--- config.mk ---
export PLATFORM = sky130hd
export DESIGN_NAME = fetch_stage
export DESIGN_NICKNAME = d
export VERILOG_FILES = /design/src/rtl/fetch_stage.sv
export SDC_FILE = /design/constraint.sdc
export NUM_CORES = 1
export LEC_CHECK = 0
export CAP_MARGIN = 20
export CELL_PAD_IN_SITES_DETAIL_PLACEMENT = 1
export CELL_PAD_IN_SITES_GLOBAL_PLACEMENT = 1
export CORE_MARGIN = 1
export CORE_UTILIZATION = 50
export CTS_CLUSTER_SIZE = 10
export DETAILED_ROUTE_END_ITERATION = 6
export DONT_BUFFER_PORTS = 1
export PLACE_DENSITY_LB_ADDON = 0.12
export SLEW_MARGIN = 30
export SYNTH_ARGS = -nofsm -noshare
export SYNTH_HDL_FRONTEND = slang
export SYNTH_SLANG_ARGS = --single-unit
--- constraint.sdc ---
create_clock -name clk -period 8.25 [get_ports clk]
set_input_delay 1.65 -clock clk [delete_from_list [all_inputs] [get_ports clk]]
set_output_delay 1.65 -clock clk [all_outputs]
set_load 0.03 [all_outputs]
--- src/rtl/fetch_stage.sv ---
// fetch_stage: RISC-V instruction fetch front end with PC, imem req/ack and a fetch queue toward decode.
// Optional FETCH_STATS_EN adds stat_fetched / stat_stall counters.
module fetch_stage #(
  parameter int DEPTH = 2,
  parameter int XLEN = 32
) (
  input  logic            clk,
  input  logic            reset,
  input  logic [XLEN-1:0] initial_address,
  input  logic            tr,
  output logic            imem_req,
  output logic [XLEN-1:0] imem_addr,
  input  logic            imem_ack,
  input  logic [XLEN-1:0] imem_rdata,
  input  logic            redirect_valid,
  input  logic [XLEN-1:0] redirect_pc,
  input  logic            id_ready,
  output logic            if_valid,
  output logic [XLEN-1:0] if_instr,
  output logic [XLEN-1:0] if_pc,
`ifdef FETCH_STATS_EN
  output logic [31:0]     stat_fetched,
  output logic [31:0]     stat_stall,
`endif
  output logic [XLEN-1:0] if_pc_plus4
);
  localparam int AW = $clog2(DEPTH);
  localparam int CW = AW + 1;
  localparam logic [CW-1:0] FULL = CW'(DEPTH);
  typedef enum logic [1:0] {BOOT, RUN, DROP} state_t;
  state_t state, state_nx;
  logic [XLEN-1:0] pc, drop_addr;
  logic held, flush, push, pop;
  logic [AW-1:0] rd_ptr, wr_ptr;
  logic [CW-1:0] count;
  logic [XLEN-1:0] q_instr [DEPTH];
  logic [XLEN-1:0] q_pc [DEPTH];
  assign flush = redirect_valid && state != BOOT;
  // held keeps an unacknowledged request alive even if tr drops
  always_comb begin
    state_nx = state;
    imem_req = 1'b0;
    imem_addr = pc;
    case (state)
      BOOT: state_nx = RUN;
      RUN: begin
        imem_req = held || (tr && count != FULL);
        state_nx = (flush && imem_req && !imem_ack) ? DROP : RUN;
      end
      DROP: begin
        imem_req = 1'b1;
        imem_addr = drop_addr;
        state_nx = imem_ack ? RUN : DROP;
      end
      default: state_nx = BOOT;
    endcase
  end
  assign push = state == RUN && imem_req && imem_ack && !flush;
  assign pop = if_valid && id_ready && !flush;
  assign if_valid = count != '0;
  assign if_instr = if_valid ? q_instr[rd_ptr] : '0;
  assign if_pc = if_valid ? q_pc[rd_ptr] : '0;
  assign if_pc_plus4 = if_pc + XLEN'(4);
  always_ff @(posedge clk or negedge reset)
    if (!reset) begin
      state <= BOOT;
      pc <= '0;
      drop_addr <= '0;
      held <= 1'b0;
      rd_ptr <= '0;
      wr_ptr <= '0;
      count <= '0;
    end else begin
      state <= state_nx;
      held <= state == RUN && imem_req && !imem_ack && !flush;
      if (state == RUN && flush && imem_req && !imem_ack) drop_addr <= pc;
      if (state == BOOT) pc <= initial_address & ~XLEN'(3);
      else if (flush) pc <= redirect_pc & ~XLEN'(3);
      else if (push) pc <= pc + XLEN'(4);
      if (flush) begin
        count <= '0;
        rd_ptr <= '0;
        wr_ptr <= '0;
      end else begin
        if (push) wr_ptr <= wr_ptr + AW'(1);
        if (pop) rd_ptr <= rd_ptr + AW'(1);
        count <= count + CW'(push) - CW'(pop);
      end
    end
  always_ff @(posedge clk)
    if (push) begin
      q_instr[wr_ptr] <= imem_rdata;
      q_pc[wr_ptr] <= pc;
    end
`ifdef FETCH_STATS_EN
  always_ff @(posedge clk or negedge reset)
    if (!reset) begin
      stat_fetched <= '0;
      stat_stall <= '0;
    end else begin
      if (push) stat_fetched <= stat_fetched + 32'd1;
      if (state == RUN && tr && (imem_req ? !imem_ack : count == FULL)) stat_stall <= stat_stall + 32'd1;
    end
`endif
endmodule

==> out/summary.txt, run 1 <==
Synth Flop Type: edfxtp_1
Finished Core Util: 55.6%
# DRC: 0
Area Growth Syn to Fin: 7.36%
Die ar.: 19500 µm²
Drt total wl: 23300 µm
Layout Skew: 0.0124 ns
Unrepaired setup endpoints after global routing: false
Port Buffers: 0
Layout cells sized above 1: 12.7%
DR iter-0 viols: 324
CTS Sinks: 191
Xor and xnor area share after synthesis: 4.16%
Chip width: 140 µm
Type of the worst setup path: register to output pin
Post-DR wirelength/cell: 23.3 µm
Bufs on Longest Clock Path: 2
Max_slew headroom: 35.8%
DRT antenna net count: 0
# hold bufs at CTS: 0
Compound-Gate Fraction of Synth Area: 6.98%
R2R setup slack: 5.20 ns
CTS tree: done
Async S/R FF share, synth: 35.1%
Leak Pwr: 3.66 nW
GRT Residual Overflow: 0
Post-Synth Simple-Gate Area: 13.7%
Nets: 871
Top cells by area, synth: edfxtp_1, dfrtp_1, mux2i_1, mux2_1, mux2_2
Number of global-route vias before repair: 6473
Largest family of logic cells by synthesized area: simple AND/OR/NAND/NOR gates
Hold Fails Final Rpt: 0
Setup violations, final: 0
CORE AREA: 18300 µm²
Synth Cell Area: 9470 µm²
TNS Setup: 0 ns
Worst-path maximum fanout: 63
Crit path time final: 5.80 ns
Std cell rows: 49
Vias per inst: 6.16
Slew @ Worst Pin: 0.953 ns
Global-route wire length before repair: 36900 µm
Place WS: 2.88 ns
Register-to-Register Path Depth: 8
Max Slew Vio Count: 0
Post-Synth Adder-Cell Area: 1.06%
Mux share of post-synthesis cell area: 13.6%
CP Data Required Time: 6.60 ns
Initial antenna violation count: 0
Number of synthesized register bits: 191
Hold slack final: 0.483 ns
Final period util: 70.3%
R2r startpoint: state[0]$_DFF_PN0_
Fmax: 0.172 GHz
Worst hold path type: register to register
Htree depth: 4
Ys Warns: 0
Max-cap viol count: 0
EDFF count, synth: 124
DP Wirelength: 16400 µm
Latest clock arrival within the worst-skew pair: 0.43 ns
Worst setup margin: 2.45 ns
Worst reg2reg endpoint: q_instr[0][13]$_DFFE_PP_
Die Ht: 140 µm
Root buffer cell: clkbuf_16
Syn avg cell area: 12.2 µm²
Largest net degree at the start of global routing: 73
VDD IR max: 0.178 mV
I/O pins: 232
Yosys top cell by area: edfxtp_1
Resized Gates After CTS: 0
CTS buffer count: 17
Sequential cell area fraction in the yosys report: 57.0%
CP endpoint: if_pc_plus4[22]
First-pass iteration count of the detailed router: 4
GP Congestion: 0.787
Crit path launch type: register
WP data arrival: 4.15 ns
CP startpoint: rd_ptr$_DFFE_PN0P_
Synth top area share: 39.3%
Outcome: finished clean
Post-synthesis instance total: 778
Total GRT Usage: 24.7%
Crit end category: output pin
Distinct cell type count after synthesis: 69
# diodes: 0
Via Count: 6183
Post-CTS Setup Inserts: 0
Power density over the cells: 396 nW/µm²
Initial Util: 51.8%
Clock transition at path regs: 0.07 ns
[cells in the final DEF (no fill, tap or decap), types with 8 or more instances in the layout]
cell       instances
edfxtp_1         124
nor2_1            87
dfrtp_1           66
mux2i_1           61
nand2_1           42
nand3_1           34
mux2_2            30
mux2_1            30
xnor2_1           23
xor2_1            22
a21oi_1           19
clkbuf_16         17
inv_1             15
nand4_1           14
o21ai_0           14
a22oi_1           13
buf_4             11
nor3_1            10
ha_1               8
[report_power, final]
group / internal, mW / leakage, nW / switching (mW)
Combinational: 0.443 / 1.45 / 1.26
Clock: 0.414 / 0.253 / 0.357
Sequential: 1.28 / 1.96 / 0.271
Total: 2.14 / 3.66 / 1.89
[cell families (layout without fill, tap and decap cells)]
logic type,after synthesis,after routing
and+or+nand+nor,250,250
DFF,191,191
muxes,121,121
AOI/OAI and AO/OA,95,95
buffers and inverters,67,58
xor gates and xnor gates,45,45
adders and majority gates,8,8
other,1,6
[registers in the layout (all words and copies together), names as in the netlist]
| signal | count |
|---|---|
| drop_addr | 30 |
| held | 1 |
| q_instr | 64 |
| count | 2 |
| rd_ptr | 1 |
| pc | 30 |
| wr_ptr | 1 |
| state | 2 |
| q_pc | 60 |
[stage by stage]
step                      instance area [µm²]  instances  power [mW]
after floorplan                          9490        783        2.93
after global placement                   9610        971        3.20
after detailed placement                 9620        971        3.28
after CTS                               10200       1003        4.06
after global routing                    10200       1003        4.22
final                                   10200       1003        4.02
[worst min path at each step]
stage / from / to / slack [ns] / depth (start not counted)
2_1_floorplan: pc[11]$_DFFE_PN0P_ / q_pc[0][11]$_DFFE_PP_ / 0.44 / 0
5_1_grt: drop_addr[31]$_DFFE_PN0P_ / drop_addr[31]$_DFFE_PN0P_ / 0.51 / 1
3_5_place_dp: drop_addr[31]$_DFFE_PN0P_ / drop_addr[31]$_DFFE_PN0P_ / 0.47 / 1
6_report: drop_addr[31]$_DFFE_PN0P_ / drop_addr[31]$_DFFE_PN0P_ / 0.48 / 1
3_3_place_gp: drop_addr[17]$_DFFE_PN0P_ / drop_addr[17]$_DFFE_PN0P_ / 0.46 / 1
4_1_cts: drop_addr[31]$_DFFE_PN0P_ / drop_addr[31]$_DFFE_PN0P_ / 0.49 / 1
[worst max-delay path, stage by stage (launching register included)]
cell      delay [ns]
dfrtp_4         0.61
buf_4           0.79
mux2i_1         0.18
nor2_1          0.64
nand3b_1        0.20
or2_1           0.41
nor4_4          0.27
xor2_1          0.61
[Yosys cell counts, drive strengths merged, types with 2 or more instances]
library cell and instances:
edfxtp 124, nor2 90, dfrtp 67, mux2i 61
mux2 60, nand2 43, nand3 35, buf 34
xnor2 23, xor2 22, a21oi 19, clkbuf 18
o21ai 18, nor3 17, inv 15, nand4 14
a22oi 13, nor4 10, ha 8, nand3b 7
o211ai 6, a211oi 5, and2 5, nand2b 5
nor2b 5, a22o 4, a31oi 4, o21a 4
or2 4, a221oi 3, a32oi 3, and3 3
and4 3, nor4b 3, o22ai 3, or3 3
a222oi 2, or4 2
[final cells by class]
type / count / area [µm²]
Inverter: 15 / 56.3
Clock inverter: 14 / 119
Tap cell: 229 / 287
Multi-Input combinational cell: 525 / 3790
Timing Repair Buffer: 11 / 82.6
Fill cell: 1836 / 8110
Sequential cell: 191 / 5400
Clock buffer: 18 / 429
[layer usage]
metal	vias to the layer above	global-route usage [%]	routed length, µm
met5	-	0	0
met4	0	9.49	516
met3	37	6.47	1870
met2	237	39.4	10900
met1	3089	32.4	10000
li1	2820	-	-
Note: power is estimated with default switching activity, not from simulation.
==> inputs of run 2 (changes only) <==
Settings changed: CORE_UTILIZATION 50 to 45.
Clock period 8.25 ns to 4.8 ns, I/O delays scaled along.
==> run 2 against run 1 <==
  * Final cell count grew 6.1%
  * Flip-flop and latch count is the same
  * Count of clock-buffer cells in the layout shrank 1
  * Combinational power grew 79%
  * Utilization shrank 4.7 points
  * Sequential share of layout area shrank 1.3 points
  * Global-route usage shrank 2.0 points
  * First-iteration DRC count grew 13%
  * Worst setup slack lost 1.9 ns
==> out/summary.txt, run 2 (synthesis gave the netlist of run 1 again) <==
Reg with most FFs: q_instr
Number of global-route vias before repair: 6564 (+1.4%)
CTS buffer count: 17 (unchanged)
Total GRT Usage: 22.7% (-2.0 points)
Metal2 WL: 11500 µm (+5.6%)
Biggest regs: q_instr (64), q_pc (60)
Hold Fails Final Rpt: 0 (unchanged)
CORE AREA: 20400 µm² (+12%)
# DRC: 0 (unchanged)
GRT Residual Overflow: 0 (unchanged)
CTS Sinks: 191 (unchanged)
CP Data Required Time: 3.84 ns (-2.76 ns)
Power density over the cells: 685 nW/µm² (+73%)
DP Wirelength: 17100 µm (+4.7%)
Htree depth: 4 (unchanged)
Crit-path max cell delay: 0.44 ns (-0.35 ns)
Layout Skew: 0.0133 ns (+0.000832 ns)
Setup violations, final: 0 (unchanged)
Vias per inst: 5.87 (-4.8%)
Placed insts: 1032 (+6.3%)
Die Ht: 147 µm (+5.3%)
Commonest non-fill, non-tap cell in the layout: edfxtp_1
Die ar.: 21600 µm² (+11%)
Crit end category: output pin
Type of the worst setup path: register to output pin
Max_slew headroom: 32.3% (-3.5 points)
Hold slack final: 0.213 ns (-0.270 ns)
Crit path time final: 4.24 ns
Worst path depth: 11 (+4)
Unrepaired setup endpoints after global routing: false
Worst-path maximum fanout: 6 (-90%)
Post-DR wirelength/cell: 22.6 µm (-2.9%)
Max layer used: met4
Most frequent cells in the layout: edfxtp_1, nor2_1, dfrtp_1, mux2i_1, nand2_1
Chip width: 147 µm (+5.3%)
Initial Util: 46.3% (-5.5 points)
# hold bufs at CTS: 0 (unchanged)
Worst setup margin: 0.559 ns (-1.89 ns)
Resized Gates After CTS: 0 (unchanged)
DRT antenna net count: 0 (unchanged)
Leak Pwr: 3.80 nW (+3.7%)
Clock transition at path regs: 0.08 ns (about the same)
Non-Filler Instances: 1064 (+6.1%)
Post-CTS Setup Inserts: 0 (unchanged)
VDD IR max: 0.310 mV (+74%)
Most used cell, CP: inv_1
Largest delay share family, worst path: simple AND/OR/NAND/NOR gates
WP data arrival: 3.28 ns (-0.87 ns)
Place WS: 1.02 ns (-1.86 ns)
Initial antenna violation count: 0 (unchanged)
Bufs on Longest Clock Path: 2 (unchanged)
Total chip power: 7.13 mW (+77%)
First-pass iteration count of the detailed router: 4 (unchanged)
Root buffer cell: clkbuf_16
Std cell rows: 52 (+6.1%)
Drt total wl: 24000 µm (+3.0%)
Outcome: finished clean
Fmax: 0.236 GHz
Latest clock arrival within the worst-skew pair: 0.44 ns (about the same)
Finished Core Util: 51.0% (-4.7 points)
Via Count: 6244 (+0.99%)
Post-DP Area: 9820 µm² (+2.1%)
TNS Setup: 0 ns (unchanged)
I/O pins: 232 (unchanged)
Max reg flops: 64 (unchanged)
Worst path slowest cell: dfrtp_1
Largest net degree at the start of global routing: 72 (-1.4%)
CTS tree: done
Max-cap viol count: 0 (unchanged)
Final period util: 88.3%
Port Buffers: 0 (unchanged)
# diodes: 0 (unchanged)
GP Congestion: 0.860 (+9.3%)
Layout cells sized above 1: 15.2% (+2.6 points)
Area Growth Syn to Fin: 9.99%
Slew @ Worst Pin: 1.01 ns (+0.0520 ns)
Met1 WL: 10400 µm (+4.3%)
Final instance area: 10400 µm² (+2.4%)
CP Buf/Inv Count: 3 (+2)
Worst hold path type: primary input to async pin
Register-to-Register Path Depth: 6 (-2)
DR iter-0 viols: 366 (+13%)
Nets: 891 (+2.3%)
Crit-path cells: nor2_4 > inv_1 > nand2_1 > inv_1 > ha_1 > nor4b_2 > nand4_1 > or2_1 > nor4_4 > xor2_1 > buf_4
Global-route wire length before repair: 37500 µm (+1.8%)
Crit path launch type: register
Max Slew Vio Count: 0 (unchanged)
Routed met3 length: 1760 µm (-6.0%)
## run 2: per-layer routing
metal	track usage (%)	up-vias
met5	0	-
met3	5.75	23
met4	7.11	0
li1	-	2859
met2	37.2	224
met1	29.6	3138
## run 2: path summary, 6_finish.rpt
kind	end	start	slack, ns
setup reg to reg	q_pc[1][17]$_DFFE_PP_	state[1]$_DFF_PN0_	1.62
setup / recovery	if_pc_plus4[22]	count[1]$_DFF_PN0_	0.56
hold / removal	drop_addr[24]$_DFFE_PN0P_	reset	0.21
min in group clk	drop_addr[11]$_DFFE_PN0P_	drop_addr[11]$_DFFE_PN0P_	0.49
max in group asynchronous	pc[7]$_DFFE_PN0P_	reset	4.46
hold reg to reg	drop_addr[11]$_DFFE_PN0P_	drop_addr[11]$_DFFE_PN0P_	0.49
## run 2: report_power, final
part	switching [mW]	internal [mW]
sequential	0.471	2.20
clock	0.704	0.711
combinational	2.20	0.844
## run 2: worst reg2reg max path, stage by stage, from the launching register on
cell and delay [ns]:
dfrtp_1 0.41, inv_1 0.09, ha_1 0.58, inv_1 0.37
nand2_1 0.25, and3_2 0.44, buf_4 0.62
## run 2: area by class of cell
cell class	count	area [µm²]
well taps	270	338
inverters	15	56.3
repair buffers	31	233
flip-flops and latches	191	5400
multi-input cells	525	3790
clock inverters	15	170
clock buffers	17	425
fillers	2106	10000
==> inputs of run 3 (changes only) <==
Settings changed: GPL_ROUTABILITY_DRIVEN from default to 1.
==> results of run 3 <==
No change in the layout: final DEF, timing and power equal those of run 2.
==> RTL change (config.mk and constraints of run 3) <==
The option `FETCH_STATS_EN` is turned on by a define.
--- a/src/rtl/fetch_stage.sv
+++ b/src/rtl/fetch_stage.sv
@@ -1,5 +1,7 @@
 // fetch_stage: RISC-V instruction fetch front end with PC, imem req/ack and a fetch queue toward decode.
 // Optional FETCH_STATS_EN adds stat_fetched / stat_stall counters.
+`define FETCH_STATS_EN
+
 module fetch_stage #(
   parameter int DEPTH = 2,
   parameter int XLEN = 32
Behaviour (old outputs only; new: stat_fetched and stat_stall): unchanged (Yosys induction, for registers that start in step).
==> RTL change against run 3 <==
  * Final cell count rose by 37%
  * Design area rose by 33%
  * Area after synthesis rose by 32%
  * Worst setup slack got worse by 0.21 ns
  * Register-to-register slack got worse by 0.15 ns
  * Sequential cell count rose by 64
  * Via count rose by 34%
  * Total power rose by 16%
  * Non-clock buffer count fell by 2
  * Global-route usage rose by 0.38 points
  * Routed wire length rose by 36%
  * Synthesized cell count rose by 35%
  * Maximum frequency fell by 4.7%
  * Largest cell class unchanged
==> RTL change: results <==
{
  "grt_pass1_wl_mm": 50.6,
  "place_hpwl_mm": 22.5,
  "viasPerCell": 5.74,
  "wl_met3_mm": 2.21,
  "clock_latency_ns": 0.56,
  "timing.hold.ws_ns": 0.105,
  "yosys.area_share.xor_xnor_pct": 7.85,
  "ys_types": 72,
  "num-fill-cells": 2818,
  "regToRegSetupSlack_ns": 1.47,
  "path_clk_slew_ns": 0.06,
  "grt_pass1_vias": 8702,
  "muxShareOfSynthArea_pct": 10.5,
  "power_leakage_nw": 5.29,
  "drt_iter0_drc": 464,
  "slowest_delay_ns": 0.67,
  "wl_met2_mm": 15.4,
  "min_period_over_period_pct": 92.7,
  "outcome": "complete, no violations",
  "yosysSeqAreaShare_pct": 56.1,
  "clock_skew_ns": 0.0210,
  "wl_met1_mm": 14.3,
  "dp_slack_ns": 0.890,
  "synth_compound_area_share_pct": 6.31,
  "grtUsageTotal_pct": 23.1,
  "cts_buffers": 30,
  "critPathArrivalTime_ns": 3.49,
  "critPathSlowestCell": "nor2_1",
  "globalRouteMet1Util_pct": 30.4,
  "nets": 1168,
  "place.gp.congestion": 0.783
}
## RTL change: changes by cell type in the layout (fill, tap and decap cells not counted), sizes merged, moves of 16 or more
cell	run 3	this run
clkbuf	17	54
dfrtp	67	131
nand2	43	64
nand4	14	30
nor3	17	48
xnor2	23	56
xor2	22	55
## RTL change: final cells by class
type	count	area share (%)
sequential	255	50.5
multi-input combinational	716	37.2
clock buffer	54	6.28
tap	372	3.36
timing repair buffer	29	1.66
inverter	24	0.650
clock inverter	2	0.334
antenna	2	0.0361
## RTL change: cells by family (layout without fill, tap and decap cells)
kind of cell / after synthesis / in the layout
AO/OA/AOI/OAI: 108 / 108
XOR/XNOR: 111 / 111
adder cells (fa/ha/maj): 10 / 10
buffers and inverters: 84 / 109
flip-flops: 255 / 255
multiplexers: 123 / 123
other: 1 / 8
AND/OR/NAND/NOR: 358 / 358
## RTL change: stage by stage
step                cells  utilization, %  total power (W)
floorplan            1055               -          0.00544
global placement     1396            47.7          0.00611
detailed placement   1396            47.7          0.00618
CTS                  1452            51.1          0.00833
global route         1454            51.2          0.00865
finish               1454            51.2          0.00826
## RTL change: final timing paths
path                       cells after the start           from               to
max                                            6       count[1]  if_pc_plus4[31]
min                                            0          reset     drop_addr[4]
max reg2reg                                    7       state[0]       q_pc[0][7]
min reg2reg                                    1  drop_addr[18]    drop_addr[18]
max in group asynchronous                      0          reset   stat_stall[31]
min in group clk                               1       imem_ack         state[1]
## RTL change: worst reg2reg max path, delay by kind of cell (launching register included)
kind,cells,cell delay [ns]
flops,1,0.40
fa+ha+maj,1,0.50
buf+inv,3,1.18
compound gates,1,0.41
simple gates,2,0.35
## RTL change: where the power goes
part	internal, W	leakage [nW]	switching (W)
sequential	0.00278	2.80	0.000595
clock	0.00126	0.437	0.000859
combinational	0.000807	2.05	0.00195
